### src/rtl/matrix_alloc.sv
// Matrix storage allocator: grants base addresses for (m,n) requests and keeps a
// searchable directory of stored matrices with per-shape round-robin replacement.
module matrix_alloc #(
    parameter int unsigned MEM_DEPTH     = 512,
    parameter int unsigned DIR_DEPTH     = 16,
    parameter int unsigned MAX_PER_SHAPE = 2,
    parameter int unsigned DIM_MAX       = 5
) (
    input  logic        clk,
    input  logic        rst,
    input  logic        clear_all,
    input  logic        req_valid,
    input  logic [31:0] req_m,
    input  logic [31:0] req_n,
    output logic        addr_ready,
    output logic [8:0]  base_addr,
    output logic        alloc_fail,
    input  logic        query_valid,
    input  logic [31:0] query_m,
    input  logic [31:0] query_n,
    input  logic [31:0] query_idx,
    output logic        query_done,
    output logic        query_hit,
    output logic [8:0]  query_base,
    output logic [2:0]  query_cnt,
    output logic        busy,
    output logic [4:0]  dir_count
);
    localparam int unsigned DIM_W  = $clog2(DIM_MAX + 1);
    localparam int unsigned SIZE_W = $clog2(DIM_MAX * DIM_MAX + 1);
    localparam int unsigned PTR_W  = 10;
    localparam int unsigned BASE_W = 9;
    localparam int unsigned CNT_W  = 3;
    localparam int unsigned DCNT_W = 5;
    localparam int unsigned IDX_W  = (DIR_DEPTH > 1) ? $clog2(DIR_DEPTH) : 1;
    localparam int unsigned SLOT_W = (MAX_PER_SHAPE > 1) ? $clog2(MAX_PER_SHAPE) : 1;
    localparam int unsigned NSHAPE = DIM_MAX * DIM_MAX;
    localparam int unsigned SH_W   = (NSHAPE > 1) ? $clog2(NSHAPE) : 1;

    typedef enum logic [2:0] {IDLE, SCAN, DECIDE, GRANT, RESP, REARM} state_t;

    state_t state, state_next;

    logic [DIM_W-1:0]  op_m, op_n;
    logic [SLOT_W-1:0] op_slot;
    logic              op_query;
    logic [IDX_W-1:0]  scan_ptr, free_idx;
    logic              have_free, q_hit;
    logic [BASE_W-1:0] rep_base, q_base;
    logic [PTR_W-1:0]  free_ptr;

    logic              dir_valid [DIR_DEPTH];
    logic [DIM_W-1:0]  dir_m     [DIR_DEPTH];
    logic [DIM_W-1:0]  dir_n     [DIR_DEPTH];
    logic [BASE_W-1:0] dir_base  [DIR_DEPTH];
    logic [SLOT_W-1:0] dir_slot  [DIR_DEPTH];
    logic [SLOT_W-1:0] repl_ptr  [NSHAPE];
    logic [CNT_W-1:0]  shape_cnt [NSHAPE];

    function automatic logic dim_ok(input logic [31:0] d);
        return (d >= 32'd1) && (d <= 32'(DIM_MAX));
    endfunction

    function automatic logic [SH_W-1:0] shape_of(input logic [DIM_W-1:0] m, input logic [DIM_W-1:0] n);
        return SH_W'((32'(m) - 32'd1) * 32'(DIM_MAX) + 32'(n) - 32'd1);
    endfunction

    logic              req_ok, qry_shape_ok, qry_ok, scan_last, fits;
    logic              cur_match, cur_rep, cur_q, cur_free, served_valid;
    logic [SH_W-1:0]   sh, qsh;
    logic [SIZE_W-1:0] size;

    // Operand validation and per-entry scan comparisons
    always_comb begin
        req_ok       = dim_ok(req_m) && dim_ok(req_n);
        qry_shape_ok = dim_ok(query_m) && dim_ok(query_n);
        qry_ok       = qry_shape_ok && (query_idx >= 32'd1) && (query_idx <= 32'(MAX_PER_SHAPE));
        sh           = shape_of(op_m, op_n);
        qsh          = shape_of(DIM_W'(query_m), DIM_W'(query_n));
        size         = SIZE_W'(op_m) * SIZE_W'(op_n);
        fits         = (11'(free_ptr) + 11'(size)) <= 11'(MEM_DEPTH);
        scan_last    = (scan_ptr == IDX_W'(DIR_DEPTH - 1));
        cur_match    = dir_valid[scan_ptr] && (dir_m[scan_ptr] == op_m) && (dir_n[scan_ptr] == op_n);
        cur_rep      = cur_match && (dir_slot[scan_ptr] == repl_ptr[sh]);
        cur_q        = cur_match && (dir_slot[scan_ptr] == op_slot);
        cur_free     = !dir_valid[scan_ptr] && !have_free;
        // Only the served handshake has to drop; a queued query legitimately stays high
        served_valid = op_query ? query_valid : req_valid;
    end

    always_ff @(posedge clk) begin
        if (rst) state <= IDLE;
        else     state <= state_next;
    end

    always_comb begin
        state_next = state;
        case (state)
            IDLE: begin
                if (clear_all)        state_next = IDLE;
                else if (req_valid)   state_next = req_ok ? SCAN : GRANT;
                else if (query_valid) state_next = qry_ok ? SCAN : RESP;
            end
            SCAN:    if (scan_last) state_next = op_query ? RESP : DECIDE;
            DECIDE:  state_next = GRANT;
            GRANT:   state_next = REARM;
            RESP:    state_next = REARM;
            REARM:   if (!served_valid) state_next = IDLE;
            default: state_next = IDLE;
        endcase
    end

    // Datapath, directory and registered outputs
    always_ff @(posedge clk) begin
        if (rst) begin
            addr_ready <= 1'b0;
            base_addr  <= '0;
            alloc_fail <= 1'b0;
            query_done <= 1'b0;
            query_hit  <= 1'b0;
            query_base <= '0;
            query_cnt  <= '0;
            busy       <= 1'b0;
            dir_count  <= '0;
            op_m       <= '0;
            op_n       <= '0;
            op_slot    <= '0;
            op_query   <= 1'b0;
            scan_ptr   <= '0;
            free_idx   <= '0;
            have_free  <= 1'b0;
            q_hit      <= 1'b0;
            rep_base   <= '0;
            q_base     <= '0;
            free_ptr   <= '0;
            for (int i = 0; i < int'(DIR_DEPTH); i++) begin
                dir_valid[i] <= 1'b0;
                dir_m[i]     <= '0;
                dir_n[i]     <= '0;
                dir_base[i]  <= '0;
                dir_slot[i]  <= '0;
            end
            for (int s = 0; s < int'(NSHAPE); s++) begin
                repl_ptr[s]  <= '0;
                shape_cnt[s] <= '0;
            end
        end else begin
            addr_ready <= 1'b0;
            alloc_fail <= 1'b0;
            query_done <= 1'b0;
            busy       <= (state_next != IDLE);
            case (state)
                IDLE: begin
                    scan_ptr  <= '0;
                    have_free <= 1'b0;
                    q_hit     <= 1'b0;
                    q_base    <= '0;
                    rep_base  <= '0;
                    if (clear_all) begin
                        free_ptr  <= '0;
                        dir_count <= '0;
                        for (int i = 0; i < int'(DIR_DEPTH); i++) dir_valid[i] <= 1'b0;
                        for (int s = 0; s < int'(NSHAPE); s++) begin
                            repl_ptr[s]  <= '0;
                            shape_cnt[s] <= '0;
                        end
                    end else if (req_valid) begin
                        op_m     <= DIM_W'(req_m);
                        op_n     <= DIM_W'(req_n);
                        op_query <= 1'b0;
                        if (!req_ok) alloc_fail <= 1'b1;
                    end else if (query_valid) begin
                        op_m     <= DIM_W'(query_m);
                        op_n     <= DIM_W'(query_n);
                        op_slot  <= SLOT_W'(query_idx - 32'd1);
                        op_query <= 1'b1;
                        if (!qry_ok) begin
                            query_done <= 1'b1;
                            query_hit  <= 1'b0;
                            query_base <= '0;
                            query_cnt  <= qry_shape_ok ? shape_cnt[qsh] : '0;
                        end
                    end
                end
                SCAN: begin
                    scan_ptr <= scan_ptr + IDX_W'(1);
                    if (cur_rep) rep_base <= dir_base[scan_ptr];
                    if (cur_q) begin
                        q_hit  <= 1'b1;
                        q_base <= dir_base[scan_ptr];
                    end
                    if (cur_free) begin
                        have_free <= 1'b1;
                        free_idx  <= scan_ptr;
                    end
                    // Last entry is folded in combinationally so the response lands one cycle earlier
                    if (scan_last && op_query) begin
                        query_done <= 1'b1;
                        query_hit  <= q_hit || cur_q;
                        query_base <= cur_q ? dir_base[scan_ptr] : q_base;
                        query_cnt  <= shape_cnt[sh];
                    end
                end
                DECIDE: begin
                    if (shape_cnt[sh] == CNT_W'(MAX_PER_SHAPE)) begin
                        addr_ready   <= 1'b1;
                        base_addr    <= rep_base;
                        repl_ptr[sh] <= (repl_ptr[sh] == SLOT_W'(MAX_PER_SHAPE - 1)) ? '0
                                                                                      : repl_ptr[sh] + SLOT_W'(1);
                    end else if (!have_free || !fits) begin
                        alloc_fail <= 1'b1;
                    end else begin
                        dir_valid[free_idx] <= 1'b1;
                        dir_m[free_idx]     <= op_m;
                        dir_n[free_idx]     <= op_n;
                        dir_base[free_idx]  <= BASE_W'(free_ptr);
                        dir_slot[free_idx]  <= SLOT_W'(shape_cnt[sh]);
                        shape_cnt[sh]       <= shape_cnt[sh] + CNT_W'(1);
                        free_ptr            <= free_ptr + PTR_W'(size);
                        dir_count           <= dir_count + DCNT_W'(1);
                        addr_ready          <= 1'b1;
                        base_addr           <= BASE_W'(free_ptr);
                    end
                end
                default: ;
            endcase
        end
    end
endmodule

### config.mk
export PLATFORM = sky130hd
export DESIGN_NAME = matrix_alloc
export DESIGN_NICKNAME = d
export VERILOG_FILES = /design/src/rtl/matrix_alloc.sv
export SDC_FILE = /design/constraint.sdc
export NUM_CORES = 1
export LEC_CHECK = 0
export CAP_MARGIN = 20
export CORE_UTILIZATION = 60
export CTS_BUF_LIST = sky130_fd_sc_hd__clkbuf_4 sky130_fd_sc_hd__clkbuf_8
export DETAILED_ROUTE_END_ITERATION = 16
export GPL_ROUTABILITY_DRIVEN = 0
export HOLD_SLACK_MARGIN = 0.06
export PLACE_DENSITY = 0.85
export SYNTH_ARGS = -nofsm -noshare
export SYNTH_HDL_FRONTEND = slang
export SYNTH_SLANG_ARGS = --single-unit
### constraint.sdc
create_clock -name clk -period 9.42 [get_ports clk]
set_input_delay 0.942 -clock clk [delete_from_list [all_inputs] [get_ports clk]]
set_output_delay 0.942 -clock clk [all_outputs]
set_load 0.02 [all_outputs]
==> flow_summary.ini, run 1 <==
[sta]
rsz0062_at_grt = false
max_freq_mhz = 118
fin_skew_ns = 0.0389
setup_viol = 0
tightestPinTransition_ns = 1.17
finalCriticalPeriod_ns = 8.44
fin_crit_sh_pct = 89.6
finalHoldViolCount = 0
report.final.slew_viol_count = 0
slew_headroom_pct = 21.8
fin_setup_tns_ns = 0

[worst_setup_path]
crit_type = reg2reg
r2r_cells = 22
cp_max_fo = 22
crit_arrival_ns = 8.73
worst_setup_path_start_kind = flop
r2r-start = op_m[1]$_SDFFE_PP0P_
required_ns = 9.71
worst_r2r_endpoint = shape_cnt[22][2]$_SDFFCE_PN0P_
worstSetupEndpointType = flop
regToRegSetupSlack_ns = 0.98

[cts]
cts_hold_buf = 0
clock-sinks = 484
worstSkewPairLatency_ns = 0.65
cts_buffers = 76
cts_setup_buffers = 0
root_buffer = clkbuf_8
htreeDepth = 3
cts_tree = done
clk_pin_slew_ns = 0.06
cts_buffer_depth = 3
cts-resized-gates = 0

[drt]
vias = 17079
drc = 0
wl_per_cell_um = 25.7
ant_nets = 0
drtIter0Drc = 2244
finalWirelength_um = 66800
firstDrtPassIters = 6
avgViaCountPerCell = 6.58

[min_path]
hold_start = dir_valid[2]$_DFF_P_
hold_class = reg2reg
hold_depth = 1
hold_path_end = dir_valid[2]$_DFF_P_

[finish]
nFillCells = 2495
final_common_cell = edfxtp_1
syn_to_final_growth_pct = 16.7
fin_nets = 2216
antennaDiodeCount = 0
drive_above_1_share_pct = 17.8
fin_area_sq_mm = 0.0282
layout_common_cells = edfxtp_1, and2_1, clkdlybuf4s50_1

[placed_design]
placed_area_sq_mm = 0.0265
dp_hpwl_um = 46300
numPortBuffers = 195

[synthesis]
synth_top_flop_cell = edfxtp_1
syn_area_sq_mm = 0.0241
synth_area_per_cell_sq_um = 13.1
syn-num-nets = 2038
synth_area_leaders = edfxtp_1, mux4_2, dfxtp_1
ys_seq_elements = 484
seq_area_frac_synth_pct = 56.1
synth_edf_count = 384
async_flop_share_pct = 0
synth_largest_area_cell = edfxtp_1
ys_types = 70
synth-adder-area-share_pct = 2.26
synth_top_area_share_pct = 47.8
synth_top_family_by_area = simple AND/OR/NAND/NOR gates
ys_warn_count = 0
synth_simple_gate_area_share_pct = 16.2
synth_compound_area_share_pct = 5.44
synth_xor_area_share_pct = 1.18
synthCells = 1836
muxShareOfSynthArea_pct = 15.8

[power]
power_frac_seq_pct = 34.4
pwr-share-clk_pct = 23.8
internal_power_w = 0.00488
p_comb_share_pct = 41.8
peakVddDrop_mv = 0.492
p_leak_nw = 10.1
switching_power_w = 0.00313
powerDensity_mw_per_mm2 = 284
switching_share_pct = 39.1

[floorplanning]
dieArea_sq_mm = 0.0410
chipHeight_um = 203
core_sq_mm = 0.0397
initial_utilization_pct = 60.8
fp-row-count = 73
ios = 196
dieWidth_um = 203

[grt]
antenna_found_initial = 0
track_usage_pct = 33.1
grt_pass1_vias = 16833
grt_max_degree = 67
grt_pass1_wl_um = 101000
overflow = 0

[outcome]
outcome = completed

[run]
drv_cap = 0
## per-layer routing
| metal | vias to the layer above | track usage [%] | share of wire (%) |
|---|---|---|---|
| li1 | 7267 | - | - |
| met1 | 8351 | 44.6 | 37 |
| met2 | 1256 | 51.8 | 47 |
| met3 | 205 | 6.53 | 11 |
| met4 | 0 | 16.6 | 5.1 |
| met5 | - | 0 | 0 |
## synthesized netlist by cell type (17+ instances only)
library cell	count
a21o_1	20
buf_1	20
xnor2_1	18
a21oi_1	36
o21ai_0	66
mux4_2	136
clkbuf_1	85
nor2_1	151
buf_2	29
nand2_1	81
dfxtp_1	100
mux2i_1	64
and3_1	17
nor4_1	72
nor3_1	36
or2_2	19
edfxtp_1	384
and2_1	233
ha_1	26
inv_1	38
## metrics by stage
| stage | setup slack (ns) | cells | util (%) | total power, W | hold WS [ns] |
|---|---|---|---|---|---|
| after floorplan | 2.41 | 1836 | - | 0.00487 | 0.420 |
| after global placement | 1.62 | 2459 | 66.7 | 0.00593 | 0.428 |
| after detailed placement | 1.18 | 2459 | 66.7 | 0.00602 | 0.439 |
| after CTS | 1.12 | 2595 | 70.8 | 0.00790 | 0.452 |
| after global routing | 0.557 | 2597 | 70.9 | 0.00826 | 0.474 |
| final | 0.978 | 2597 | 70.9 | 0.00800 | 0.452 |
## how the worst max path moves through the flow
stage	startpoint	end	slack (ns)	cells past startpoint
2_1_floorplan	op_m[0]$_SDFFE_PP0P_	dir_base[6][0]$_SDFFCE_PN0P_	2.41	23
3_3_place_gp	op_m[1]$_SDFFE_PP0P_	shape_cnt[23][0]$_SDFFCE_PN0P_	1.62	22
3_5_place_dp	op_m[1]$_SDFFE_PP0P_	shape_cnt[22][2]$_SDFFCE_PN0P_	1.18	22
4_1_cts	op_m[1]$_SDFFE_PP0P_	shape_cnt[22][2]$_SDFFCE_PN0P_	1.12	22
5_1_grt	op_m[1]$_SDFFE_PP0P_	shape_cnt[22][2]$_SDFFCE_PN0P_	0.56	22
6_report	op_m[1]$_SDFFE_PP0P_	shape_cnt[22][2]$_SDFFCE_PN0P_	0.98	22
## registers in the layout, summed over array words and instances (netlist names), 10 cells and up, named ones only
signal,count
dir_base,144
dir_m,48
dir_n,48
dir_slot,16
dir_valid,16
free_ptr,10
repl_ptr,32
shape_cnt,96
## power groups by stage
stage	Clock (W)	Combinational [W]	Sequential [W]
finish	0.00190	0.00335	0.00275
floorplan	0	0.00209	0.00278
global route	0.00199	0.00351	0.00276
detailed placement	0	0.00322	0.00279
global placement	0	0.00314	0.00279
CTS	0.00190	0.00325	0.00275
## kinds of logic after synthesis
family | Yosys count
flops | 484
buf+inv | 180
mux | 209
fa+ha+maj | 37
compound gates | 200
simple gates | 696
xor+xnor | 30
## layout make-up
class	instances	area [sq um]	share of cell area, %
Inverter	39	146	0.520
Timing Repair Buffer	241	2330	8.28
Multi-Input combinational cell	1172	9870	35.0
Tap cell	525	657	2.33
Clock inverter	19	189	0.671
Clock buffer	117	1440	5.09
Sequential cell	484	13500	48.1
## worst max-delay path, cell delays in order (launching register included)
cell	delay, ns
dfxtp_1	0.72
inv_2	0.23
ha_1	0.27
xor2_2	0.25
ha_1	0.30
ha_1	0.31
fa_1	0.48
ha_1	0.23
fa_1	0.38
xor2_1	0.18
xnor2_2	0.29
xnor2_1	0.16
buf_4	0.22
nor3_1	0.09
or4_1	0.51
or4_1	0.41
buf_4	0.23
ha_1	0.26
o211ai_2	0.08
buf_4	0.27
nor4b_1	0.73
nand2_1	0.76
o21ai_0	0.67
No activity file was read; power rests on OpenSTA's default activity.
==> run 2, diff against run 1 <==
--- a/config.mk
+++ b/config.mk
@@ -12,6 +12,7 @@
 export GPL_ROUTABILITY_DRIVEN = 0
 export HOLD_SLACK_MARGIN = 0.06
 export PLACE_DENSITY = 0.85
+export SKIP_LAST_GASP = 1
 export SYNTH_ARGS = -nofsm -noshare
 export SYNTH_HDL_FRONTEND = slang
 export SYNTH_SLANG_ARGS = --single-unit
==> constraint.sdc (replaced) <==
create_clock -name clk -period 10.7 [get_ports clk]
set_input_delay 1.07 -clock clk [delete_from_list [all_inputs] [get_ports clk]]
set_output_delay 1.07 -clock clk [all_outputs]
set_load 0.02 [all_outputs]
==> run 2 against run 1 <==
  * Global-route usage barely moved
  * Non-clock buffer count down 18
  * Largest cell class unchanged
  * Critical path type unchanged
  * Combinational power decreased by 14%
  * Critical endpoint is now dir_m[10][0]$_SDFFCE_PN0P_
  * Core utilization down 0.39 points
  * Clock power fell by 13%
==> flow_summary.ini, run 2 (synthesis results as in run 1) <==
[cts]
cts_tree = done
worstSkewPairLatency_ns = 0.66
htreeDepth = 3
cts-resized-gates = 0
clk_pin_slew_ns = 0.06
cts_buffers = 77
cts_buffer_depth = 3
cts_hold_buf = 0
cts_setup_buffers = 0
root_buffer = clkbuf_8
clock-sinks = 484

[drt]
drtIter0Drc = 2135
vias = 16936
finalWirelength_um = 66600
avgViaCountPerCell = 6.57
ant_nets = 0
wl_per_cell_um = 25.8
drc = 0
firstDrtPassIters = 6

[power]
switching_power_w = 0.00277
peakVddDrop_mv = 0.454
internal_power_w = 0.00418
p_total_w = 0.00695
powerDensity_mw_per_mm2 = 248
p_leak_nw = 9.99
power_frac_seq_pct = 34.9
pwr-share-clk_pct = 23.8
p_comb_share_pct = 41.3
switching_share_pct = 39.8

[sta]
max_freq_mhz = 105
hold_ws_ns = 0.452
fin_skew_ns = 0.0320
tightestPinTransition_ns = 1.12
fin_crit_sh_pct = 89.0
slew_headroom_pct = 25.5
setup_viol = 0
rsz0062_at_grt = false
report.final.slew_viol_count = 0
fin_setup_tns_ns = 0
finalHoldViolCount = 0
finalCriticalPeriod_ns = 9.52

[finish]
drive_above_1_share_pct = 16.9
largest_reg_flops = 144
multi_input_area_sq_mm = 0.00987
final_common_cell = edfxtp_1
nFillCells = 2522
regMostFlops = dir_base
final_util_pct = 70.5
seqCellArea_sq_mm = 0.0135
syn_to_final_growth_pct = 16.1
reg_top3 = dir_base x144, shape_cnt x96
fin_nets = 2199
layout_common_cells = edfxtp_1, and2_1, clkdlybuf4s50_1
antennaDiodeCount = 0

[grt]
overflow = 0
grt_max_degree = 52
antenna_found_initial = 2
grt_pass1_wl_um = 101000
track_usage_pct = 33.1
grt_pass1_vias = 16717

[floorplanning]
core_sq_mm = 0.0397
chipHeight_um = 203
dieArea_sq_mm = 0.0410
ios = 196
fp-row-count = 73
dieWidth_um = 203
initial_utilization_pct = 60.8

[worst_setup_path]
crit_type = reg2reg
worst_path_max_delay_cell = or4b_2
cp-startpoint = op_m[1]$_SDFFE_PP0P_
worstSetupEndpointType = flop
cpPeakStageDelay_ns = 1.08
r2r_cells = 20
crit_arrival_ns = 9.81
cpMostUsedCell = ha_1
regToRegSetupSlack_ns = 1.18
path_cells = inv_2 > ha_1 > xor2_2 > ha_1 > ha_1 > fa_1 > ha_1 > fa_1 > xor2_1 > xnor2_2 > xor2_2 > nor3_1 > or4_1 > or4_1 > ha_1 > o211ai_2 > or4b_2 > buf_4 > nor3_2 > or2_2
worst_r2r_endpoint = dir_m[10][0]$_SDFFCE_PN0P_
worst_setup_path_start_kind = flop
required_ns = 10.99
r2r-start = op_m[1]$_SDFFE_PP0P_
cp_max_fo = 30

[outcome]
outcome = completed

[placed_design]
numPortBuffers = 195
dp_hpwl_um = 45600

[min_path]
hold_start = dir_valid[1]$_DFF_P_
hold_class = reg2reg
hold_depth = 1
hold_path_end = dir_valid[1]$_DFF_P_

[run]
drv_cap = 0
## run 2: cell count changes in the layout (fill, tap and decap cells not counted), sizes merged
cell | previous run | this run
clkinvlp | 1 | 2
inv | 39 | 41
buf | 47 | 29
clkbuf | 117 | 112
clkinv | 14 | 16
## run 2: power by group through the flow
stage | Sequential (W) | Clock (W) | Combinational (W)
after floorplan | 0.00244 | 0 | 0.00184
after global placement | 0.00246 | 0 | 0.00264
after detailed placement | 0.00246 | 0 | 0.00272
after CTS | 0.00242 | 0.00165 | 0.00276
after global routing | 0.00244 | 0.00173 | 0.00301
final | 0.00243 | 0.00165 | 0.00287
## run 2: worst max-delay path by stage
stage	slack, ns	to
finish	1.18	dir_m[10][0]$_SDFFCE_PN0P_
global route	0.92	dir_m[10][0]$_SDFFCE_PN0P_
CTS	0.99	dir_m[10][0]$_SDFFCE_PN0P_
detailed placement	1.12	dir_base[10][2]$_SDFFCE_PN0P_
global placement	1.48	dir_base[10][2]$_SDFFCE_PN0P_
floorplan	3.69	dir_base[6][0]$_SDFFCE_PN0P_
## run 2: critical path, delay by kind of cell, from the launching register on
kind | cells | cell delay (ns)
AOI/OAI and AO/OA | 1 | 0.35
DFF | 1 | 0.80
buffers and inverters | 2 | 0.67
and+or+nand+nor | 6 | 3.65
xor gates and xnor gates | 4 | 1.29
adders and majority gates | 7 | 2.35
## run 2: cell type report
cell class	count	area share [%]
repair buffers	223	7.90
clock buffers	112	4.85
well taps	525	2.34
clock inverters	24	0.804
flip-flops and latches	484	48.3
multi-input cells	1172	35.2
inverters	39	0.523
## run 2: per-layer routing
metal	part of all wire [%]	global-route usage [%]	routed length [um]	vias up
li1	-	-	-	7232
met1	37	44.3	24600	8321
met2	46	50.1	30400	1168
met3	12	8.96	8160	213
met4	5.2	17.2	3440	2
met5	0.026	0	17	-
## run 2: through the flow
step	instance area (sq um)	setup WS, ns	instances
after floorplan	24100	3.69	1836
after global placement	26300	1.48	2438
after detailed placement	26300	1.12	2438
after CTS	27900	0.986	2574
after global routing	28000	0.923	2579
final	28000	1.18	2579
